**config.mk**
```make
export PLATFORM = sky130hd
export DESIGN_NAME = key_filter
export DESIGN_NICKNAME = d
export VERILOG_FILES = /design/src/rtl/key_filter.sv
export SDC_FILE = /design/constraint.sdc
export NUM_CORES = 1
export LEC_CHECK = 0
export CAP_MARGIN = 10
export CORE_MARGIN = 2
export CORE_UTILIZATION = 67
export CTS_CLUSTER_SIZE = 25
export DETAILED_ROUTE_END_ITERATION = 7
export GPL_TIMING_DRIVEN = 0
export PLACE_DENSITY = 0.86
export SYNTH_ARGS = -nofsm -noshare
export SYNTH_HDL_FRONTEND = slang
export SYNTH_SLANG_ARGS = --single-unit
export TNS_END_PERCENT = 10
```
**constraint.sdc**
```tcl
create_clock -name clk -period 4.6 [get_ports clk]
set_input_delay 0.92 -clock clk [delete_from_list [all_inputs] [get_ports clk]]
set_output_delay 0.92 -clock clk [all_outputs]
set_load 0.005 [all_outputs]
```
**src/rtl/key_filter.sv**
```systemverilog
// key_filter
//   Debounces KEY_W raw active-low pushbuttons. Each key is synchronized,
//   qualified by an independent debounce FSM and turned into a single-cycle
//   pulse per accepted press. A debounced level is also exported.
//
// Ports
//   clk                in            system clock
//   rst_n              in            asynchronous active-low reset
//   keys_n             in  [KEY_W]   raw keys, 0 = pressed, async to clk
//   neg_keys_filtered  out [KEY_W]   one-cycle pulse per accepted press
//   keys_level         out [KEY_W]   1 while key is debounced-pressed

module key_filter_lane #(
    parameter int N  = 1000000,
    parameter int CW = $clog2(N)
) (
    input  logic clk,
    input  logic rst_n,
    input  logic key_n,
    output logic pulse,
    output logic level
);

    typedef enum logic [2:0] {
        LOCKOUT,
        IDLE,
        PRESS_WAIT,
        HELD,
        RELEASE_WAIT
    } state_t;

    localparam logic [CW-1:0] LAST = CW'(N - 1);

    logic [1:0]    sync_q;
    logic          s;
    state_t        state_q, state_d;
    logic [CW-1:0] cnt_q, cnt_d;
    logic          pulse_d;

    // Sync flops reset to "released" so a key held through reset still
    // looks released for two cycles; LOCKOUT then catches it.
    always_ff @(posedge clk or negedge rst_n) begin
        if (!rst_n) sync_q <= 2'b11;
        else        sync_q <= {sync_q[0], key_n};
    end

    assign s = sync_q[1];

    always_comb begin
        state_d = state_q;
        cnt_d   = cnt_q;
        pulse_d = 1'b0;
        case (state_q)
            // Must see N consecutive released samples before arming.
            LOCKOUT: begin
                if (!s)                 cnt_d = '0;
                else if (cnt_q == LAST) state_d = IDLE;
                else                    cnt_d = cnt_q + CW'(1);
            end
            IDLE: begin
                if (!s) begin
                    state_d = PRESS_WAIT;
                    cnt_d   = '0;
                end
            end
            PRESS_WAIT: begin
                if (s) state_d = IDLE;
                else if (cnt_q == LAST) begin
                    state_d = HELD;
                    pulse_d = 1'b1;
                end
                else cnt_d = cnt_q + CW'(1);
            end
            HELD: begin
                if (s) begin
                    state_d = RELEASE_WAIT;
                    cnt_d   = '0;
                end
            end
            RELEASE_WAIT: begin
                // A bounce back to pressed returns to HELD silently.
                if (!s)                 state_d = HELD;
                else if (cnt_q == LAST) state_d = IDLE;
                else                    cnt_d = cnt_q + CW'(1);
            end
            default: begin
                state_d = LOCKOUT;
                cnt_d   = '0;
            end
        endcase
    end

    always_ff @(posedge clk or negedge rst_n) begin
        if (!rst_n) begin
            state_q <= LOCKOUT;
            cnt_q   <= '0;
            pulse   <= 1'b0;
            level   <= 1'b0;
        end else begin
            state_q <= state_d;
            cnt_q   <= cnt_d;
            pulse   <= pulse_d;
            level   <= (state_d == HELD) || (state_d == RELEASE_WAIT);
        end
    end

endmodule

module key_filter #(
    parameter int DEBOUNCE_CYCLES = 1000000,
    parameter int KEY_W           = 4
) (
    input  logic             clk,
    input  logic             rst_n,
    input  logic [KEY_W-1:0] keys_n,
    output logic [KEY_W-1:0] neg_keys_filtered,
    output logic [KEY_W-1:0] keys_level
);

    localparam int CW = $clog2(DEBOUNCE_CYCLES);

    for (genvar g = 0; g < KEY_W; g++) begin : g_lane
        key_filter_lane #(
            .N  (DEBOUNCE_CYCLES),
            .CW (CW)
        ) u_lane (
            .clk   (clk),
            .rst_n (rst_n),
            .key_n (keys_n[g]),
            .pulse (neg_keys_filtered[g]),
            .level (keys_level[g])
        );
    end

endmodule

```
==> flow_metrics.env, run 1 <==
export IMPL_r2r_start="g_lane[3].u_lane.cnt_q[0]"
export IMPL_yosys_most_used_dff="dfrtp_1"
export IMPL_hold_class="flip-flop to flip-flop"
export IMPL_outcome="finished clean"
export IMPL_first_global_vias=5046
export IMPL_cts_buffer_depth=2
export IMPL_grt_total_usage=0.2840
export IMPL_layout_commonest_cell="dfrtp_1"
export IMPL_antenna_found_initial=0
export IMPL_fin_crit_sh=0.5740
export IMPL_cts_sinks=108
export IMPL_synth_top_cell_area_share=0.4149
export IMPL_routed_via_count=5351
export IMPL_clock_latency_ps=370
export IMPL_fmax_ghz=0.3787
export IMPL_path_class="flip-flop to flip-flop"
export IMPL_root_buffer="clkbuf_8"
export IMPL_dp_slack_ps=2060
export IMPL_total_power_mw=1.714
export IMPL_rows=34
export IMPL_ys_warn_count=0
export IMPL_post_cts_resized=0
export IMPL_cp_arrival_ps=2930
export IMPL_syn_nets=671
export IMPL_post_route_util=0.7515
export IMPL_yosysUniqueCellTypes=65
export IMPL_die_w_um=98.89
export IMPL_synth_edf_count=0
export IMPL_start_util=0.6917
export IMPL_place_congestion=0.9035
export IMPL_wirelength_um=13350
export IMPL_p_per_area_nw_per_um2=261.6
export IMPL_die_area_sq_um=9778
export IMPL_min_to="g_lane[2].u_lane.sync_q[1]"
export IMPL_async_reset_ff_frac=1.000
export IMPL_viasPerCell=6.697
export IMPL_post_cts_setup_buffers=0
export IMPL_grt_start_max_net_pins=66
export IMPL_dieHeight_um=98.89
export IMPL_io_pins=14
export IMPL_syn_area_sq_um=6032
export IMPL_regToRegSetupSlack_ps=1960
export IMPL_grt_overflow=0
export IMPL_diodes=0
export IMPL_min_delay_start="g_lane[2].u_lane.sync_q[0]"
export IMPL_layout_setup_ws_ps=1960
export IMPL_slew_headroom=0.2125
export IMPL_hold_viol=0
export IMPL_ir_drop_mv=0.1916
export IMPL_min_path_cells=0
export IMPL_worst_pin_slew_ps=1171
export IMPL_synth_seq_cells=108
export IMPL_wl_per_cell_um=16.70
export IMPL_worst_clock_skew_ps=9.210
export IMPL_synth_top_area_cell="dfrtp_1"
export IMPL_required_ps=4890
export IMPL_cts_hold_buf=0
export IMPL_worstSetupStartpointType="flip-flop"
export IMPL_maxSlewViolCount=0
export IMPL_syn_to_final_growth_pct=8.650
export IMPL_remaining_drc_errors=0
export IMPL_dr_pass1_iters=4
export IMPL_grt_pass1_wl_um=23160
export IMPL_initialDrtViolationCount=324
export IMPL_yosysSeqAreaShare=0.4497
export IMPL_post_route_min_period_ps=2640
export IMPL_cts_buffers=9
export IMPL_finalSetupViolCount=0
export IMPL_synthCells=661
export IMPL_dpl_hpwl_um=9141
export IMPL_postRouteAntennaNets=0
export IMPL_r2r_end="g_lane[3].u_lane.cnt_q[13]"
export IMPL_cp_end_kind="flip-flop"
export IMPL_io_buffers=13
export IMPL_tritoncts="done"
export IMPL_layout_nets=696
export IMPL_leakage_nw=2.711
export IMPL_drive_gt1_frac=0.08683
export IMPL_critPathMaxFanout=10
export IMPL_clkTransAtPathRegs_ps=100
export IMPL_syn_avg_cell_area_sq_um=9.126
export IMPL_rsz0062_at_grt="no"
export IMPL_r2r_cells=10
export IMPL_layout_common_cells="dfrtp_1 (100), nand2_1 (50), a21oi_1 (50)"
export IMPL_synthTopCellsByArea="dfrtp_1 (41%), a21oi_1 (4.1%), nand3_1 (3.8%)"
export IMPL_coreArea_sq_um=8721
export IMPL_htreeDepth=3
export IMPL_drv_cap=0
[cell families (layout without fill, tap and decap cells)]
group,after synthesis,count (layout),synth area share
simple gates,299,299,0.2831
compound gates,175,175,0.1863
flops,108,108,0.4497
buf+inv,54,84,0.04128
xor+xnor,18,18,0.02614
fa+ha+maj,4,4,0.008297
mux,3,3,0.005186
[area by class of cell]
class | instances | area [sq um]
Multi-Input combinational cell | 499 | 3070
Sequential cell | 108 | 2713
Fill cell | 625 | 2167
Buffer | 45 | 215.2
Timing Repair Buffer | 14 | 155.1
Clock buffer | 10 | 137.6
Tap cell | 108 | 135.1
Clock inverter | 6 | 93.84
Inverter | 9 | 33.78
[cell usage after synthesis (11+ instances only)]
cell type	n
dfrtp_1	100
a21oi_1	50
nand2_1	50
nand3_1	46
nor2_1	39
o31ai_1	29
or4_1	28
clkbuf_1	24
o21ai_0	24
nand4_1	23
nor4_1	15
o21ai_1	15
or3_1	14
xor2_1	14
buf_2	13
nor3_1	12
a31oi_1	11
and3_1	11
[registers in the layout, summed over array words and instances, names as in the netlist]
name	cells
g_lane.u_lane.cnt_q	80
g_lane.u_lane.level	4
g_lane.u_lane.pulse	4
g_lane.u_lane.state_q	12
g_lane.u_lane.sync_q	8
[power by group]
part	switching (mW)	internal (mW)	leakage [nW]
combinational	0.0527	0.0258	1.12
clock	0.332	0.328	0.119
sequential	0.0126	0.963	1.47
[worst max-delay path: stages (launching register included)]
cell,delay (ps)
dfrtp_1,430
ha_1,210
and2_1,130
clkbuf_1,300
nand4_1,220
and4b_1,290
buf_2,190
buf_2,250
buf_2,270
o31ai_1,110
a21oi_1,150
[metrics by stage]
| step | setup TNS [ps] | cells | hold slack [ps] | area, sq um |
|---|---|---|---|---|
| after floorplan | 0 | 661 | 345.2 | 6032 |
| after global placement | -129630 | 782 | 345.7 | 6297 |
| after detailed placement | 0 | 783 | 348.4 | 6322 |
| after CTS | 0 | 799 | 364.2 | 6554 |
| after global routing | 0 | 799 | 365.8 | 6554 |
| final | 0 | 799 | 363.1 | 6554 |
[routing by layer]
metal | global-route usage | vias to the layer above | wire length, um
li1 | - | 2569 | -
met1 | 0.3938 | 2570 | 5808
met2 | 0.4699 | 188 | 6537
met3 | 0.04965 | 24 | 819
met4 | 0.06955 | 0 | 181
met5 | 0 | - | 0
[how the worst max path moves through the flow]
| stage | cells after the start | end | start |
|---|---|---|---|
| after global placement | 1 | g_lane[2].u_lane.cnt_q[19] | rst_n |
| after detailed placement | 10 | g_lane[3].u_lane.cnt_q[13] | g_lane[3].u_lane.cnt_q[0] |
| final | 10 | g_lane[3].u_lane.cnt_q[13] | g_lane[3].u_lane.cnt_q[0] |
| after global routing | 10 | g_lane[3].u_lane.cnt_q[11] | g_lane[3].u_lane.cnt_q[0] |
| after CTS | 10 | g_lane[3].u_lane.cnt_q[11] | g_lane[3].u_lane.cnt_q[0] |
| after floorplan | 6 | g_lane[2].u_lane.level | g_lane[2].u_lane.cnt_q[11] |
No activity file was read; power rests on OpenSTA's default activity.
==> run 2: changes to the inputs <==
--- a/config.mk
+++ b/config.mk
@@ -7,11 +7,11 @@
 export LEC_CHECK = 0
 export CAP_MARGIN = 10
 export CORE_MARGIN = 2
-export CORE_UTILIZATION = 67
+export CORE_UTILIZATION = 56
 export CTS_CLUSTER_SIZE = 25
 export DETAILED_ROUTE_END_ITERATION = 7
 export GPL_TIMING_DRIVEN = 0
-export PLACE_DENSITY = 0.86
+export PLACE_DENSITY = 0.77
 export SYNTH_ARGS = -nofsm -noshare
 export SYNTH_HDL_FRONTEND = slang
 export SYNTH_SLANG_ARGS = --single-unit
==> constraint.sdc (replaced) <==
create_clock -name clk -period 2.1 [get_ports clk]
set_input_delay 0.42 -clock clk [delete_from_list [all_inputs] [get_ports clk]]
set_output_delay 0.42 -clock clk [all_outputs]
set_load 0.005 [all_outputs]
==> run 2 against run 1 <==
Against the previous run:
- the run now ends with negative setup slack left
- sequential share of layout area down 1.8 points
- clock power rose by 85%
- worst hold slack worse by 2.3 ps
- final cell count increased by 4.9%
- power up 110%
- routed wire length grew 5.0%
- core utilization down 9.0 points
- first-iteration DRC count decreased by 19%
- critical endpoint is now g_lane[2].u_lane.level
- largest power group unchanged
==> flow_metrics.env, run 2 (same netlist as run 1, synthesis figures left out) <==
export IMPL_outcome="complete, but fails checks"
export IMPL_violations="negative setup slack"
export IMPL_maxSlewViolCount=0
export IMPL_cp_arrival_ps=2550
export IMPL_worst_pin_slew_ps=1020
export IMPL_worstSetupStartpointType="flip-flop"
export IMPL_dieHeight_um=107.8
export IMPL_rsz0062_at_grt="yes"
export IMPL_layout_area_seq_sq_um=2719
export IMPL_grt_start_max_net_pins=76
export IMPL_start_util=0.5817
export IMPL_grt_total_usage=0.2503
export IMPL_grt_util_met2=0.4119
export IMPL_layout_setup_ws_ps=-157.2
export IMPL_viasPerCell=6.523
export IMPL_reg_largest_list="g_lane.u_lane.cnt_q: 80 flops, g_lane.u_lane.state_q: 12 flops, g_lane.u_lane.sync_q: 8 flops"
export IMPL_ir_drop_mv=0.5282
export IMPL_post_route_min_period_ps=2257
export IMPL_grt_pass1_wl_um=23520
export IMPL_regMostFlops="g_lane.u_lane.cnt_q"
export IMPL_top_usage_layer="met2"
export IMPL_drive_gt1_frac=0.1667
export IMPL_slew_headroom=0.3144
export IMPL_place_inst=811
export IMPL_dpl_hpwl_um=9220
export IMPL_p_comb_frac=0.051
export IMPL_setup_tns_final_ps=-453.5
export IMPL_io_pins=14
export IMPL_finalSetupViolCount=11
export IMPL_postRouteAntennaNets=0
export IMPL_hold_class="flip-flop to flip-flop"
export IMPL_cts_buffer_depth=2
export IMPL_swShare=0.2574
export IMPL_p_seq_frac=0.604
export IMPL_required_ps=2400
export IMPL_fmax_ghz=0.4430
export IMPL_layout_commonest_cell="dfrtp_1"
export IMPL_io_buffers=13
export IMPL_coreArea_sq_um=10370
export IMPL_met1_usage=0.3236
export IMPL_syn_to_final_growth_pct=13.73
export IMPL_critPathMaxFanout=4
export IMPL_remaining_drc_errors=0
export IMPL_grt_overflow=0
export IMPL_place_congestion=0.8937
export IMPL_initialDrtViolationCount=261
export IMPL_root_buffer="clkbuf_8"
export IMPL_first_global_vias=5119
export IMPL_layout_common_cells="dfrtp_1 (95), nand2_1 (49), a21oi_1 (48)"
export IMPL_diodes=0
export IMPL_largest_reg_flops=80
export IMPL_internal_power_mw=2.633
export IMPL_clkTransAtPathRegs_ps=110
export IMPL_fin_cells=838
export IMPL_clock_latency_ps=400
export IMPL_cp_end_kind="flip-flop"
export IMPL_fin_crit_sh=1.075
export IMPL_switchingPower_uw=912.4
export IMPL_die_w_um=107.8
export IMPL_cts_buffers=9
export IMPL_die_area_sq_um=11620
export IMPL_power_frac_clock=0.345
export IMPL_post_route_util=0.6616
export IMPL_dr_pass1_iters=5
export IMPL_hold_viol=0
export IMPL_multi_input_area_sq_um=3231
export IMPL_dp_slack_ps=-448.8
export IMPL_p_per_area_nw_per_um2=516.8
export IMPL_nFillCells=850
export IMPL_met3_usage=0.06174
export IMPL_routed_via_count=5466
export IMPL_layout_nets=707
export IMPL_worst_clock_skew_ps=11.37
export IMPL_path_class="flip-flop to flip-flop"
export IMPL_antenna_found_initial=0
export IMPL_leakage_nw=2.813
export IMPL_tritoncts="done"
export IMPL_wl_per_cell_um=16.73
export IMPL_cts_sinks=108
export IMPL_rows=37
export IMPL_wirelength_um=14020
export IMPL_htreeDepth=3
export IMPL_drv_cap=0
## run 2: cell types whose count changed in the layout (fill, tap and decap cells not counted), sizes merged
cell / change
buf: +16
bufinv: -2
dlygate4sd3: +1
inv: +2
clkbuf: -6
## run 2: layout make-up
type	count	area share
multi-input cells	499	0.4709
flip-flops and latches	108	0.3963
repair buffers	30	0.04049
plain buffers	40	0.03593
well taps	136	0.02480
clock buffers	10	0.01860
clock inverters	6	0.008025
inverters	9	0.004924
## run 2: path summary, 6_finish.rpt
kind	start	endpoint	slack [ps]	cells past startpoint
max	g_lane[2].u_lane.cnt_q[11]	g_lane[2].u_lane.level	-160	4
min	g_lane[0].u_lane.sync_q[0]	g_lane[0].u_lane.sync_q[1]	360	0
max reg2reg	g_lane[2].u_lane.cnt_q[11]	g_lane[2].u_lane.level	-160	4
min reg2reg	g_lane[0].u_lane.sync_q[0]	g_lane[0].u_lane.sync_q[1]	360	0
max in group asynchronous	rst_n	g_lane[2].u_lane.sync_q[0]	840	3
min in group asynchronous	rst_n	g_lane[3].u_lane.cnt_q[16]	520	2
## run 2: layer usage
layer | wire length (um) | up-vias
li1 | - | 2586
met1 | 6034 | 2660
met2 | 6863 | 190
met3 | 829 | 30
met4 | 289 | 0
met5 | 0 | -
## run 2: what timing repair did
item                                    CTS  global route
hold endpoints to repair                 33             0
pin swaps                                 5             5
hold buffers                              1             0
setup buffers                            10             5
gates resized for setup                  39            30
endpoints found under the setup margin   83            84
## run 2: power by group through the flow
| stage | clock network [mW] | logic, mW | registers, mW |
|---|---|---|---|
| floorplan | 0 | 0.0915 | 2.17 |
| global route | 1.34 | 0.206 | 2.15 |
| CTS | 1.26 | 0.181 | 2.14 |
| global placement | 0 | 0.162 | 2.18 |
| detailed placement | 0 | 0.173 | 2.18 |
| finish | 1.22 | 0.181 | 2.14 |
## run 2: stage by stage
step	instance area [sq um]	power, mW	hold slack, ps
after floorplan	6035	2.262	124.4
after global placement	6335	2.339	345.8
after detailed placement	6360	2.350	346.8
after CTS	6728	3.585	362.5
after global routing	6860	3.694	366.9
final	6860	3.545	360.9
## run 2: worst max-delay path, cell delays in order, from the launching register on
cell and delay, ps:
dfrtp_2 420, or4_4 530, or4_4 450, or4_4 480, o311ai_2 280
==> run 3: changes to the inputs <==
--- a/config.mk
+++ b/config.mk
@@ -5,6 +5,7 @@
 export SDC_FILE = /design/constraint.sdc
 export NUM_CORES = 1
 export LEC_CHECK = 0
+export ABC_AREA = 0
 export CAP_MARGIN = 10
 export CORE_MARGIN = 2
 export CORE_UTILIZATION = 56
==> results of run 3 <==
Same layout as run 2: the final DEF is identical, and so are final timing and power.
==> variant: new RTL, config.mk and constraints of run 2 <==
Compare `cnt_q` against `LAST` with >= in place of ==.
--- a/src/rtl/key_filter.sv
+++ b/src/rtl/key_filter.sv
@@ -67,3 +67,3 @@
                 if (s) state_d = IDLE;
-                else if (cnt_q == LAST) begin
+                else if (cnt_q >= LAST) begin
                     state_d = HELD;
Check against the original RTL: same outputs for any inputs over 4 cycles, from zero or initial values and one cycle with rst_n low; that may be too few to reach the edited logic, so the function may still have changed.
==> variant against run 2 <==
  * The flow still finishes with violations (setup timing)
  * Design area is 16% higher
  * Cell count rose by 13%
  * Worst setup slack improved by 0.039 ns
  * Maximum frequency is 1.8% higher
  * Sequential cell count is the same
  * First-iteration DRC count is 120% higher
  * Synthesized cell count up 11%
  * Routed wire length up 25%
  * Area after synthesis rose by 6.8%
  * Largest cell class unchanged
Power is not compared: it rests on default switching activity, and its combinational part moved more than twofold at a synthesized area within 25%.
==> variant: results (changes against run 2) <==
stage,metric,value,unit,change
grt,grt_pass1_wl,26.99,mm,+15%
sta,fin_ws,-0.1182,ns,+0.03900 ns
grt,grt_use_met2,0.4179,,+0.005936
synthesis,synthAdderAreaFrac,0.007770,,-0.0005270
routing,route.met2.wl,8.534,mm,+24%
cts,clock_latency,0.36,ns,-0.04 ns
routing,drt-met1-wl,7.175,mm,+19%
synthesis,synthesis.nets,743,,+11%
cts,clkSlewWorstSetupHoldPaths,0.07,ns,-0.04 ns
synthesis,ys_top_cells_by_count,"100 x dfrtp_1, 70 x o21ai_0, 63 x nor2_1, 45 x nand3_1, 44 x nand2_1",,
synthesis,synth_cell_types,78,,+20%
synthesis,synth_xor_area_frac,0.004079,,-0.02206
cts,cts-root-buf,clkbuf_16,,
synthesis,synth_mux_area_frac,0.003108,,-0.002078
final_layout,nets,806,,+14%
setup_path,path_max_fanout,5,,+1
place,place_congestion,0.8807,,-1.5%
synthesis,synth_compound_area_frac,0.2560,,+0.06975
status,violations,setup timing,,
sta,setup-violations-final,20,,+9
cts,cts.repair.resized,40,,+2.6%
routing,drt_first_pass_iters,7,,+2
setup_path,cpPeakStageDelay,0.58,ns,+0.05 ns
place,postPlaceCellArea,6775,um^2,+6.5%
setup_path,arrival,2.50,ns,-0.05 ns
grt,use_met1,0.3455,,+0.02195
sta,setup-tns-final,-0.8751,ns,-0.4216 ns
routing,vias_per_cell,6.763,,+3.7%
status,outcome,finished with violations,,
setup_path,rr_startpoint,g_lane[3].u_lane.cnt_q[6],,
hold_path,hp-class,input port to async pin,,
cts,cts_setup_buffers,14,,+4
final_layout,fill_cells,816,,-4.0%
[variant: changes by cell type in the layout (fill, tap and decap cells not counted), sizes merged, moves of 12 or more]
| cell | change |
|---|---|
| o21ai | +33 |
| nor3 | +13 |
| xor2 | -12 |
| a31oi | +20 |
| buf | +26 |
| or4 | -25 |
| nor2 | +27 |
[variant: stage by stage]
step | utilization | hold slack [ns] | instances | total power, uW
floorplan | - | 0.1244 | 733 | 2874
global placement | 0.5963 | 0.3458 | 889 | 3116
detailed placement | 0.5985 | 0.3493 | 890 | 3160
CTS | 0.6498 | 0.03426 | 920 | 4920
global route | 0.7044 | 0.05124 | 944 | 5238
finish | 0.7044 | 0.02259 | 944 | 5010
[variant: cell type report]
| cell class | instances | share of cell area |
|---|---|---|
| plain buffers | 37 | 0.02793 |
| clock buffers | 10 | 0.02871 |
| clock inverters | 6 | 0.008944 |
| inverters | 18 | 0.008944 |
| multi-input cells | 565 | 0.5009 |
| flip-flops and latches | 108 | 0.3418 |
| well taps | 143 | 0.02244 |
| repair buffers | 57 | 0.06041 |
[variant: worst max path at each step]
| stage | slack, ns | depth (start not counted) | from | end |
|---|---|---|---|---|
| after floorplan | 0.04 | 8 | g_lane[3].u_lane.sync_q[1] | g_lane[3].u_lane.cnt_q[11] |
| after global placement | -3.38 | 1 | rst_n | g_lane[2].u_lane.cnt_q[16] |
| after detailed placement | -0.33 | 8 | g_lane[3].u_lane.sync_q[1] | g_lane[3].u_lane.cnt_q[11] |
| after CTS | -0.11 | 6 | g_lane[2].u_lane.cnt_q[10] | g_lane[2].u_lane.cnt_q[4] |
| after global routing | -0.17 | 5 | g_lane[3].u_lane.state_q[2] | g_lane[3].u_lane.cnt_q[5] |
| final | -0.12 | 7 | g_lane[3].u_lane.cnt_q[6] | g_lane[3].u_lane.cnt_q[5] |
